<file path="src/rtl/numeric_pkg.sv">
// Shared numeric constants and state encoding for the alpha settle/capture path.
// alpha values are Q5.15 reciprocals of the bisection root (ONE_Q = 1.0).
package numeric_pkg;

    localparam int ALPHA_W = 20;
    localparam int Q_FRAC  = 15;
    localparam int ONE_Q   = 32768;

    localparam int DEF_TOL        = 1;
    localparam int DEF_SETTLE_CNT = 4;
    localparam int DEF_TIMEOUT    = 64;

    localparam logic [1:0] ST_IDLE  = 2'd0;
    localparam logic [1:0] ST_TRACK = 2'd1;
    localparam logic [1:0] ST_HOLD  = 2'd2;

    function automatic logic [7:0] sat_inc8(input logic [7:0] v);
        return (v == 8'hFF) ? v : v + 8'd1;
    endfunction

endpackage

</file>
<file path="src/rtl/alpha_absdiff.sv">
// Unsigned |a - b| on W-bit operands with a W+1-bit result.
// Purely combinational; shared by convergence checkers.
module alpha_absdiff #(
    parameter int W = 20
) (
    input  logic [W-1:0] a,
    input  logic [W-1:0] b,
    output logic [W:0]   d
);

    logic [W:0] a_x;
    logic [W:0] b_x;

    assign a_x = {1'b0, a};
    assign b_x = {1'b0, b};
    assign d   = (a_x >= b_x) ? (a_x - b_x) : (b_x - a_x);

endmodule

</file>
<file path="src/rtl/alpha_settle_capture.sv">
// Tracks bisection alpha after each restart, captures on settle or timeout.
// Build option ALPHA_AVG_EN: capture the mean of the last two samples.
module alpha_settle_capture
    import numeric_pkg::*;
#(
    parameter int W          = ALPHA_W,
    parameter int TOL        = DEF_TOL,
    parameter int SETTLE_CNT = DEF_SETTLE_CNT,
    parameter int TIMEOUT    = DEF_TIMEOUT
) (
    input  logic         clk,
    input  logic         reset,
    input  logic [W-1:0] alpha_in,
    input  logic         restart,
    output logic [W-1:0] alpha_out,
    output logic         alpha_valid,
    input  logic         alpha_ready,
    output logic         timeout_flag,
    output logic [7:0]   iter_count
);

    localparam logic [W:0] TOL_V = (W+1)'(TOL);
    localparam logic [7:0] SET_V = 8'(SETTLE_CNT);
    localparam logic [7:0] TMO_V = 8'(TIMEOUT);

    logic [1:0]   state_q;
    logic [W-1:0] prev_q;
    logic [7:0]   stable_q;
    logic [7:0]   iter_q;
    logic [W-1:0] out_q;
    logic         valid_q;
    logic         tflag_q;

    logic [W:0]   diff;
    logic         is_stable;
    logic [7:0]   stable_nxt;
    logic [7:0]   iter_nxt;
    logic         conv;
    logic         tmo;
    logic [W-1:0] cap;

    alpha_absdiff #(.W(W)) u_absdiff (
        .a (alpha_in),
        .b (prev_q),
        .d (diff)
    );

    assign is_stable  = (diff <= TOL_V);
    assign stable_nxt = is_stable ? stable_q + 8'd1 : 8'd0;
    assign iter_nxt   = sat_inc8(iter_q);
    assign conv       = is_stable && (stable_nxt == SET_V);
    assign tmo        = (iter_nxt == TMO_V);

`ifdef ALPHA_AVG_EN
    logic [W:0] pair_sum;
    // Truncating mean hides the one-LSB dither of the bisection output.
    assign pair_sum = {1'b0, alpha_in} + {1'b0, prev_q};
    assign cap      = pair_sum[W:1];
`else
    assign cap = alpha_in;
`endif

    always_ff @(posedge clk or negedge reset) begin
        if (!reset) begin
            state_q  <= ST_IDLE;
            prev_q   <= '0;
            stable_q <= '0;
            iter_q   <= '0;
            out_q    <= '0;
            valid_q  <= 1'b0;
            tflag_q  <= 1'b0;
        end else if (restart) begin
            // Restart wins in every state; an unaccepted result is dropped.
            state_q  <= ST_TRACK;
            prev_q   <= alpha_in;
            stable_q <= '0;
            iter_q   <= '0;
            valid_q  <= 1'b0;
            tflag_q  <= 1'b0;
        end else begin
            case (state_q)
                ST_IDLE: begin
                    state_q <= ST_IDLE;
                end
                ST_TRACK: begin
                    prev_q   <= alpha_in;
                    iter_q   <= iter_nxt;
                    stable_q <= stable_nxt;
                    if (conv || tmo) begin
                        out_q   <= cap;
                        valid_q <= 1'b1;
                        tflag_q <= !conv;
                        state_q <= ST_HOLD;
                    end
                end
                ST_HOLD: begin
                    if (alpha_ready) begin
                        valid_q <= 1'b0;
                        state_q <= ST_IDLE;
                    end
                end
                default: begin
                    state_q <= ST_IDLE;
                    valid_q <= 1'b0;
                end
            endcase
        end
    end

    assign alpha_out    = out_q;
    assign alpha_valid  = valid_q;
    assign timeout_flag = tflag_q;
    assign iter_count   = iter_q;

endmodule

</file>
<file path="config.mk">
export PLATFORM = sky130hd
export DESIGN_NAME = alpha_settle_capture
export DESIGN_NICKNAME = d
export VERILOG_FILES = /design/src/rtl/numeric_pkg.sv /design/src/rtl/alpha_absdiff.sv /design/src/rtl/alpha_settle_capture.sv
export SDC_FILE = /design/constraint.sdc
export NUM_CORES = 1
export LEC_CHECK = 0
export CORE_ASPECT_RATIO = 1.5
export CORE_MARGIN = 8
export CORE_UTILIZATION = 55
export CTS_CLUSTER_SIZE = 30
export DETAILED_ROUTE_END_ITERATION = 7
export HOLD_SLACK_MARGIN = 0.1
export PLACE_DENSITY_LB_ADDON = 0.08
export SLEW_MARGIN = 30
export SYNTH_ARGS = -nofsm -noshare
export SYNTH_HDL_FRONTEND = slang
export SYNTH_SLANG_ARGS = --single-unit
</file>
<file path="constraint.sdc">
create_clock -name clk -period 5.19 [get_ports clk]
set_clock_uncertainty 0.2 [all_clocks]
set_input_delay 0.7785 -clock clk [delete_from_list [all_inputs] [get_ports clk]]
set_output_delay 0.7785 -clock clk [all_outputs]
set_load 0.02 [all_outputs]
</file>
==> flow_summary.toml, run 1 <==
[die]
die_x_um = 98.1
start_util = 0.558
ios = 54
die_y_um = 139
dieArea_um2 = 13600
core_area_um2 = 9970
num_rows = 45

[synth]
syn_nets = 735
yosysWarningCount = 0
synthArstFlopShare = 1.00
avgSynthCellArea_um2 = 8.33
netlist_area_um2 = 5560
yosys.area.top_type = "dfrtp_1"
synth.most_common_cell = "nand2_1"
synthTopCellsByCount = "63 x nand2_1, 60 x dfrtp_1, 57 x inv_1"
ys_ff_latch = 60
ys_seq_area_frac = 0.270
ys_top_cells_by_area = "dfrtp_1 27%, ha_1 9.5%, mux2_4 5.4%"
synth_edf_count = 0
ys_types = 79
synth_cells = 667
synth.top_cell.area_share = 0.270
yosys_most_used_dff = "dfrtp_1"

[drt]
routed_wl_um = 17200
routedWlPerCell_um = 19.5
drt_iter0_drc = 337
drc = 0
drt_pre_antenna_iters = 5
vias = 5521
vias_per_cell = 6.26
drtAntennaViolNets = 0

[timing]
finalHoldViolCount = 0
worstMarginPinSlew_ps = 799
min_period_over_period = 0.957
finalCriticalPeriod_ps = 4960
slew_viol_final = 0
clock.fmax_mhz = 201
hold_slack_ps = 314
rsz0062_at_grt = "no"
max_slew_margin = 0.468
setup-violations-final = 0

[clocking]
root_buffer = "clkbuf_16"
hold_buffers = 0
numClockSinks = 60
clkLatencyLatePin_ps = 330
cts_tree = "done"
postCtsSetupBuffers = 0
cts-resized-gates = 0
cts_buffers = 9
h-tree-depth = 3
clk_pin_slew_ps = 50
clock_path_buffers = 2

[placement]
finalWeightedCongestion = 0.983
hpwl_um = 13600
port_buffers = 53

[worst_setup_path]
worstRegToRegCells = 14
crit_fanout = 10
cp.required_ps = 5200
start_kind = "input pin"
worstSetupPathType = "in -> reg"
crit_arrival_ps = 4970
cp-end-kind = "flop"

[grt]
grt_pass1_wl_um = 28100
antenna_found_initial = 0
grt_pass1_vias = 5732
gr-total-overflow = 0
grt_max_degree = 61
grt_usage = 0.255

[layout]
drive_gt1_frac = 0.152
area_growth_pct = 23.7
nets = 828
finish.utilization = 0.690
diodes = 0

[power]
power_density_nw_per_um2 = 235
vdd_drop_max_mv = 0.169
p_leak_uw = 0.00325

[min_path]
min_path_type = "reg -> reg"
hold_depth = 1

[flow_run]
cap_viol_max_count = 0

[outcome]
status = "completed"
metrics by stage:
| stage | std cells | power [uW] | cell area [um^2] | worst slack [ps] | TNS, ps |
|---|---|---|---|---|---|
| 2_1_floorplan | 667 | 808 | 5560 | 848 | 0 |
| 3_3_place_gp | 866 | 992 | 6570 | 77.3 | 0 |
| 3_5_place_dp | 866 | 1000 | 6570 | -81.1 | -1450 |
| 4_1_cts | 882 | 1620 | 6870 | 248 | 0 |
| 5_1_grt | 882 | 1690 | 6880 | 51.5 | 0 |
| 6_report | 882 | 1620 | 6880 | 226 | 0 |
report_power, final:
part	internal, uW	leakage [uW]	switching (uW)
combinational	217	0.00232	294
clock	396	0.000149	215
sequential	481	0.000784	12.6
total	1090	0.00325	522
worst max-delay path, cell delays in order:
cell and delay [ps]:
clkdlybuf4s50_1 420, inv_1 80, ha_1 190, inv_1 80, fa_1 420, a211oi_1 380
o21ai_0 210, xor2_1 170, or4_1 410, a22oi_1 150, or4b_1 510, and2_4 200
nor4b_4 320, o21ai_2 140, buf_12 190, mux2_4 300
area by class of cell:
type | count | area [um^2]
inverters | 57 | 214
repair buffers | 114 | 1010
fillers | 827 | 3090
clock buffers | 12 | 256
flip-flops and latches | 60 | 1500
multi-input cells | 518 | 3700
clock inverters | 4 | 47.5
well taps | 117 | 146
kinds of logic (layout without fill, tap and decap cells):
group,after synthesis,count (layout),synth area share
buf+inv,89,187,0.0655
mux,28,28,0.0686
flops,60,60,0.270
simple gates,206,206,0.196
fa+ha+maj,44,44,0.102
xor+xnor,23,23,0.0362
compound gates,217,217,0.262
routing by layer:
metal  wire [um]  vias up  global-route usage
met1        6800     2696               0.271
met2        8900      150               0.457
met3         621       55              0.0382
met5           0        -                   0
met4         872        0               0.159
li1            -     2620                   -
state kept, by name, summed over array words and instances (netlist names):
signal	count
prev_q	20
timeout_flag	1
alpha_valid	1
alpha_out	20
state_q	2
stable_q	8
iter_count	8
path summary, 6_finish.rpt:
kind                                  to  slack (ps)          start
max in group asynchronous   alpha_out[1]        3840          reset
setup reg to reg           alpha_out[12]         800      prev_q[0]
hold / removal             alpha_out[16]         310  alpha_out[16]
min in group asynchronous      prev_q[6]         390          reset
hold reg to reg            alpha_out[16]         310  alpha_out[16]
setup / recovery           alpha_out[12]         230    alpha_in[0]
layout by cell type, fill, tap and decap left out, drive strengths merged, types with 5 or more instances in the layout:
cell type,instances
xnor2,13
nor2b,9
ha,42
and2,7
o21ai,55
o21bai,7
clkbuf,12
a211oi,12
dfrtp,60
nor3,10
a221oi,6
a211o,6
or4,7
nand2,63
mux2,21
or2,5
a21o,14
mux2i,7
nand4,15
a31oi,5
nor2,38
xor2,10
o211ai,11
and3,9
buf,62
clkdlybuf4s50,52
a21oi,50
inv,57
nand3,17
or3,5
(Power assumes the default switching activity.)
==> inputs of run 2 (changes only) <==
Settings changed: ABC_AREA from default to 1, CORE_MARGIN 8 to default, CTS_BUF_LIST from default to sky130_fd_sc_hd__clkbuf_8.
==> flow_summary.toml, run 2 <==
[outcome]
status = "completed"

[timing]
setup_ws_ps = 629
max_slew_margin = 0.474
setup-violations-final = 0
clock.fmax_mhz = 219
slew_viol_final = 0
rsz0062_at_grt = "no"
tns_ps = 0
finalHoldViolCount = 0
min_period_over_period = 0.879
finalCriticalPeriod_ps = 4560
worstMarginPinSlew_ps = 789

[clocking]
cts_buffers = 9
h-tree-depth = 3
clk_pin_slew_ps = 80
root_buffer = "clkbuf_8"
postCtsSetupBuffers = 0
hold_buffers = 0
clkLatencyLatePin_ps = 350
numClockSinks = 60
clock_path_buffers = 2
cts-resized-gates = 0
cts_tree = "done"

[die]
num_rows = 44
die_y_um = 126
start_util = 0.572
ios = 54
die_x_um = 84.4
dieArea_um2 = 10600
core_area_um2 = 9800

[synth]
yosys.area.top_type = "dfrtp_1"
synth_cells = 869
synth_top_family_by_area = "simple AND/OR/NAND/NOR gates"
synth_mux_area_frac = 0
yosys_most_used_dff = "dfrtp_1"
synth-compound-area-share = 0.107
avgSynthCellArea_um2 = 6.45
synthTopCellsByCount = "289 x nand2_1, 164 x inv_1, 60 x dfrtp_1"
ys_top_cells_by_area = "dfrtp_1 27%, nand2_1 19%, inv_1 11%"
netlist_area_um2 = 5610
synthArstFlopShare = 1.00
synthXorXnorAreaFrac = 0.0172
synth-simple-area-share = 0.376
ys_ff_latch = 60
yosysWarningCount = 0
ys_seq_area_frac = 0.268
ys_types = 39
synth-adder-area-share = 0.101
synth.top_cell.area_share = 0.268
synth.most_common_cell = "nand2_1"
synth_edf_count = 0
syn_nets = 937

[layout]
diodes = 0
final_cell_mix = "289 x nand2_1, 164 x inv_1, 60 x dfrtp_1, 57 x nand3_1, 52 x clkdlybuf4s50_1"
nets = 990
layout_commonest_cell = "nand2_1"
area_growth_pct = 14.4
drive_gt1_frac = 0.104

[worst_setup_path]
critical_path.most_common_cell = "nand2_1"
cp_top_family = "simple AND/OR/NAND/NOR gates"
cp.required_ps = 5200
cp-end-kind = "flop"
start_kind = "input pin"
worst_path_largest_cell_delay_ps = 540
r2r-start = "prev_q[0]"
crit_arrival_ps = 4570
critPathLaunch = "alpha_in[11]"
cp_cell_sequence = "clkdlybuf4s50_1, inv_1, ha_1, nand2_1, inv_1, nand2_1, nand2_1, a21oi_1, nand2_2, a21oi_1, nand2_1, nand3_1, nand3_1, nor2_2, nand3_4, nor3_2, nand2_2, nand2_4, nand2_4, nand2_2, o21ai_2"
crit_slowest_cell = "clkdlybuf4s50_1"
worstSetupPathType = "in -> reg"
critPathBufInv = 3
crit_fanout = 42

[power]
p_leak_uw = 0.00356
power_density_nw_per_um2 = 245
vdd_drop_max_mv = 0.241

[drt]
routed_wl_um = 16300
drt_iter0_drc = 319
wl_met1_um = 6590
top_layer_used = "met4"
drt_pre_antenna_iters = 5
met3_length_um = 666
vias = 5597
drtAntennaViolNets = 0
drc = 0
vias_per_cell = 5.37
route.met2.wl_um = 8310
routedWlPerCell_um = 15.7

[flow_run]
cap_viol_max_count = 0

[grt]
antenna_found_initial = 0
grt_max_degree = 61
grt_pass1_vias = 5671
grt_pass1_wl_um = 27000
grt_usage = 0.325
gr-total-overflow = 0

[min_path]
hp-start = "alpha_valid"
min_path_type = "reg -> reg"

[placement]
hpwl_um = 13100
dpl_worst_slack_ps = 283
port_buffers = 53
finalWeightedCongestion = 1.01
==> run 2: logic make-up after synthesis <==
logic type / after synthesis
simple gates: 472
buf+inv: 183
compound gates: 99
flops: 60
fa+ha+maj: 44
xor+xnor: 11
==> run 2: worst paths after layout <==
path | end | slack (ps) | cells past startpoint
hold / removal | alpha_valid | 280 | 2
hold reg to reg | alpha_valid | 280 | 2
max in group asynchronous | alpha_out[2] | 3870 | 2
min in group asynchronous | iter_count[3] | 370 | 2
setup / recovery | alpha_out[14] | 630 | 21
setup reg to reg | alpha_out[14] | 1290 | 24
==> run 2: area by class of cell <==
cell class / count / area, um^2
clock buffer: 9 / 124
fill: 906 / 3390
multi-input combinational: 626 / 3370
sequential: 60 / 1500
timing repair buffer: 55 / 541
clock inverter: 7 / 91.3
inverter: 170 / 638
tap: 115 / 144
==> run 2: layer usage <==
layer,vias to the layer above,GRT usage
li1,2788,-
met1,2583,0.383
met2,174,0.574
met3,52,0.0518
met4,0,0.158
met5,-,0
==> run 2: per-stage QoR <==
stage,cell area (um^2),std cells,util,power [uW],hold WS (ps)
final,6410,1042,0.654,1570,284
after CTS,6410,1042,0.654,1580,293
after floorplan,5610,869,-,920,275
after global placement,6200,1026,0.633,1090,259
after global routing,6410,1042,0.654,1670,316
after detailed placement,6200,1026,0.633,1100,275
==> run 2: worst min-delay path: cells and delay by family (launching register included) <==
family / cells / cell delay, ps
flip-flops: 1 / 350
AND/OR/NAND/NOR: 2 / 110
==> run 2: where the power goes <==
part / total (uW) / internal (uW) / switching (uW) / leakage, uW
sequential: 508 / 491 / 16.9 / 0.000769
clock: 474 / 268 / 206 / 0.000109
combinational: 591 / 196 / 395 / 0.00268
total: 1570 / 955 / 618 / 0.00356
==> inputs of run 3 (changes only) <==
Settings changed: SLEW_MARGIN 30 to 10.
Clock period 5.19 ns to 5.04 ns, I/O delays scaled along.
==> flow_summary.toml, run 3 (synthesized netlist as in run 2, its figures left out) <==
[grt]
antenna_found_initial = 0
grt-busiest-layer = "met2"
grt_usage = 0.318
grt_max_degree = 61
grt_pass1_wl_um = 26100
grt_pass1_vias = 5472
use_met1 = 0.371
met2_usage = 0.577
gr-total-overflow = 0
grt_use_met3 = 0.0380

[power]
sequentialPowerShare = 0.316
p_total_uw = 1660
power_density_nw_per_um2 = 257
intPower_uw = 1030
vdd_drop_max_mv = 0.215
p_sw_frac = 0.378
power_frac_comb = 0.368
pwr-share-clk = 0.316
power_switching_uw = 628
p_leak_uw = 0.00359

[worst_setup_path]
worst_path_largest_cell_delay_ps = 520
start_kind = "input pin"
worstSetupPathType = "in -> reg"
cp-endpoint = "alpha_out[1]"
r2r-start = "prev_q[16]"
crit_cells = 25
cp-end-kind = "flop"
worstRegToRegCells = 23
critical_path.most_common_cell = "nand2_1"
cp_top_family = "simple AND/OR/NAND/NOR gates"
r2r_slack_ps = 1330
crit_fanout = 24
critPathBufInv = 4
crit_arrival_ps = 4380
crit_slowest_cell = "clkdlybuf4s50_1"
critPathLaunch = "alpha_in[11]"
worstReg2RegEnd = "alpha_out[1]"
cp.required_ps = 5060

[timing]
setup-violations-final = 0
max_slew_margin = 0.482
finalHoldViolCount = 0
rsz0062_at_grt = "no"
slew_viol_final = 0
clock.fmax_mhz = 230
hold_slack_ps = 278
finalCriticalPeriod_ps = 4350
tns_ps = 0
min_period_over_period = 0.864
worstMarginPinSlew_ps = 777

[drt]
routedWlPerCell_um = 15.6
vias_per_cell = 5.38
vias = 5622
drc = 0
drt_pre_antenna_iters = 5
drt_iter0_drc = 374
routed_wl_um = 16300
drtAntennaViolNets = 0

[die]
dieArea_um2 = 10600
core_area_um2 = 9800
ios = 54
start_util = 0.572
die_x_um = 84.4
num_rows = 44
die_y_um = 126

[layout]
num-fill-cells = 883
finish.utilization = 0.658
multi_input_area_um2 = 3370
instances_no_fill = 1045
diodes = 0
seqCellArea_um2 = 1500
area_growth_pct = 15.1
nets = 993
final_cell_mix = "289 x nand2_1, 166 x inv_1, 60 x dfrtp_1, 57 x nand3_1, 52 x clkdlybuf4s50_1"
layout_commonest_cell = "nand2_1"
drive_gt1_frac = 0.104

[clocking]
numClockSinks = 60
clkLatencyLatePin_ps = 350
cts-resized-gates = 0
cts_tree = "done"
hold_buffers = 0
clk_pin_slew_ps = 70
postCtsSetupBuffers = 0
h-tree-depth = 3
root_buffer = "clkbuf_8"
cts_buffers = 9
clock_path_buffers = 2

[placement]
finalWeightedCongestion = 0.990
hpwl_um = 13200
dp_cells = 1029
port_buffers = 53

[flow_run]
cap_viol_max_count = 0

[min_path]
hold_depth = 2
min_path_type = "reg -> reg"

[outcome]
status = "completed"
-- run 3: layout make-up --
class                      instances  share of cell area
sequential                        60               0.233
timing repair buffer              58              0.0873
multi-input combinational        626               0.523
tap                              115              0.0223
clock buffer                       9              0.0192
inverter                         170              0.0989
clock inverter                     7              0.0167
-- run 3: metal layers --
layer / up-vias / part of all wire
li1: 2801 / -
met1: 2575 / 0.40
met2: 200 / 0.51
met3: 46 / 0.046
met4: 0 / 0.042
met5: - / 0
-- run 3: worst min-delay path by stage --
stage | from | end | slack [ps]
global placement | alpha_valid | alpha_valid | 260
global route | alpha_out[7] | alpha_out[7] | 320
finish | alpha_valid | alpha_valid | 280
floorplan | reset | alpha_out[0] | 260
CTS | alpha_valid | alpha_valid | 290
detailed placement | alpha_valid | alpha_valid | 270
-- run 3: power groups by stage --
stage	clock network (uW)	logic, uW	registers [uW]
after floorplan	0	406	541
after global placement	0	596	530
after detailed placement	0	600	532
after CTS	529	605	523
after global routing	543	678	526
final	524	611	524
-- run 3: per-stage QoR --
| step | area (um^2) | worst slack, ps |
|---|---|---|
| 2_1_floorplan | 5610 | 1580 |
| 3_3_place_gp | 6220 | 336 |
| 3_5_place_dp | 6220 | 313 |
| 4_1_cts | 6450 | 662 |
| 5_1_grt | 6450 | 307 |
| 6_report | 6450 | 686 |
-- run 3: worst min-delay path: cells and delay by family (launching register included) --
kind          cells  cell delay, ps
flops             1             340
simple gates      2             110
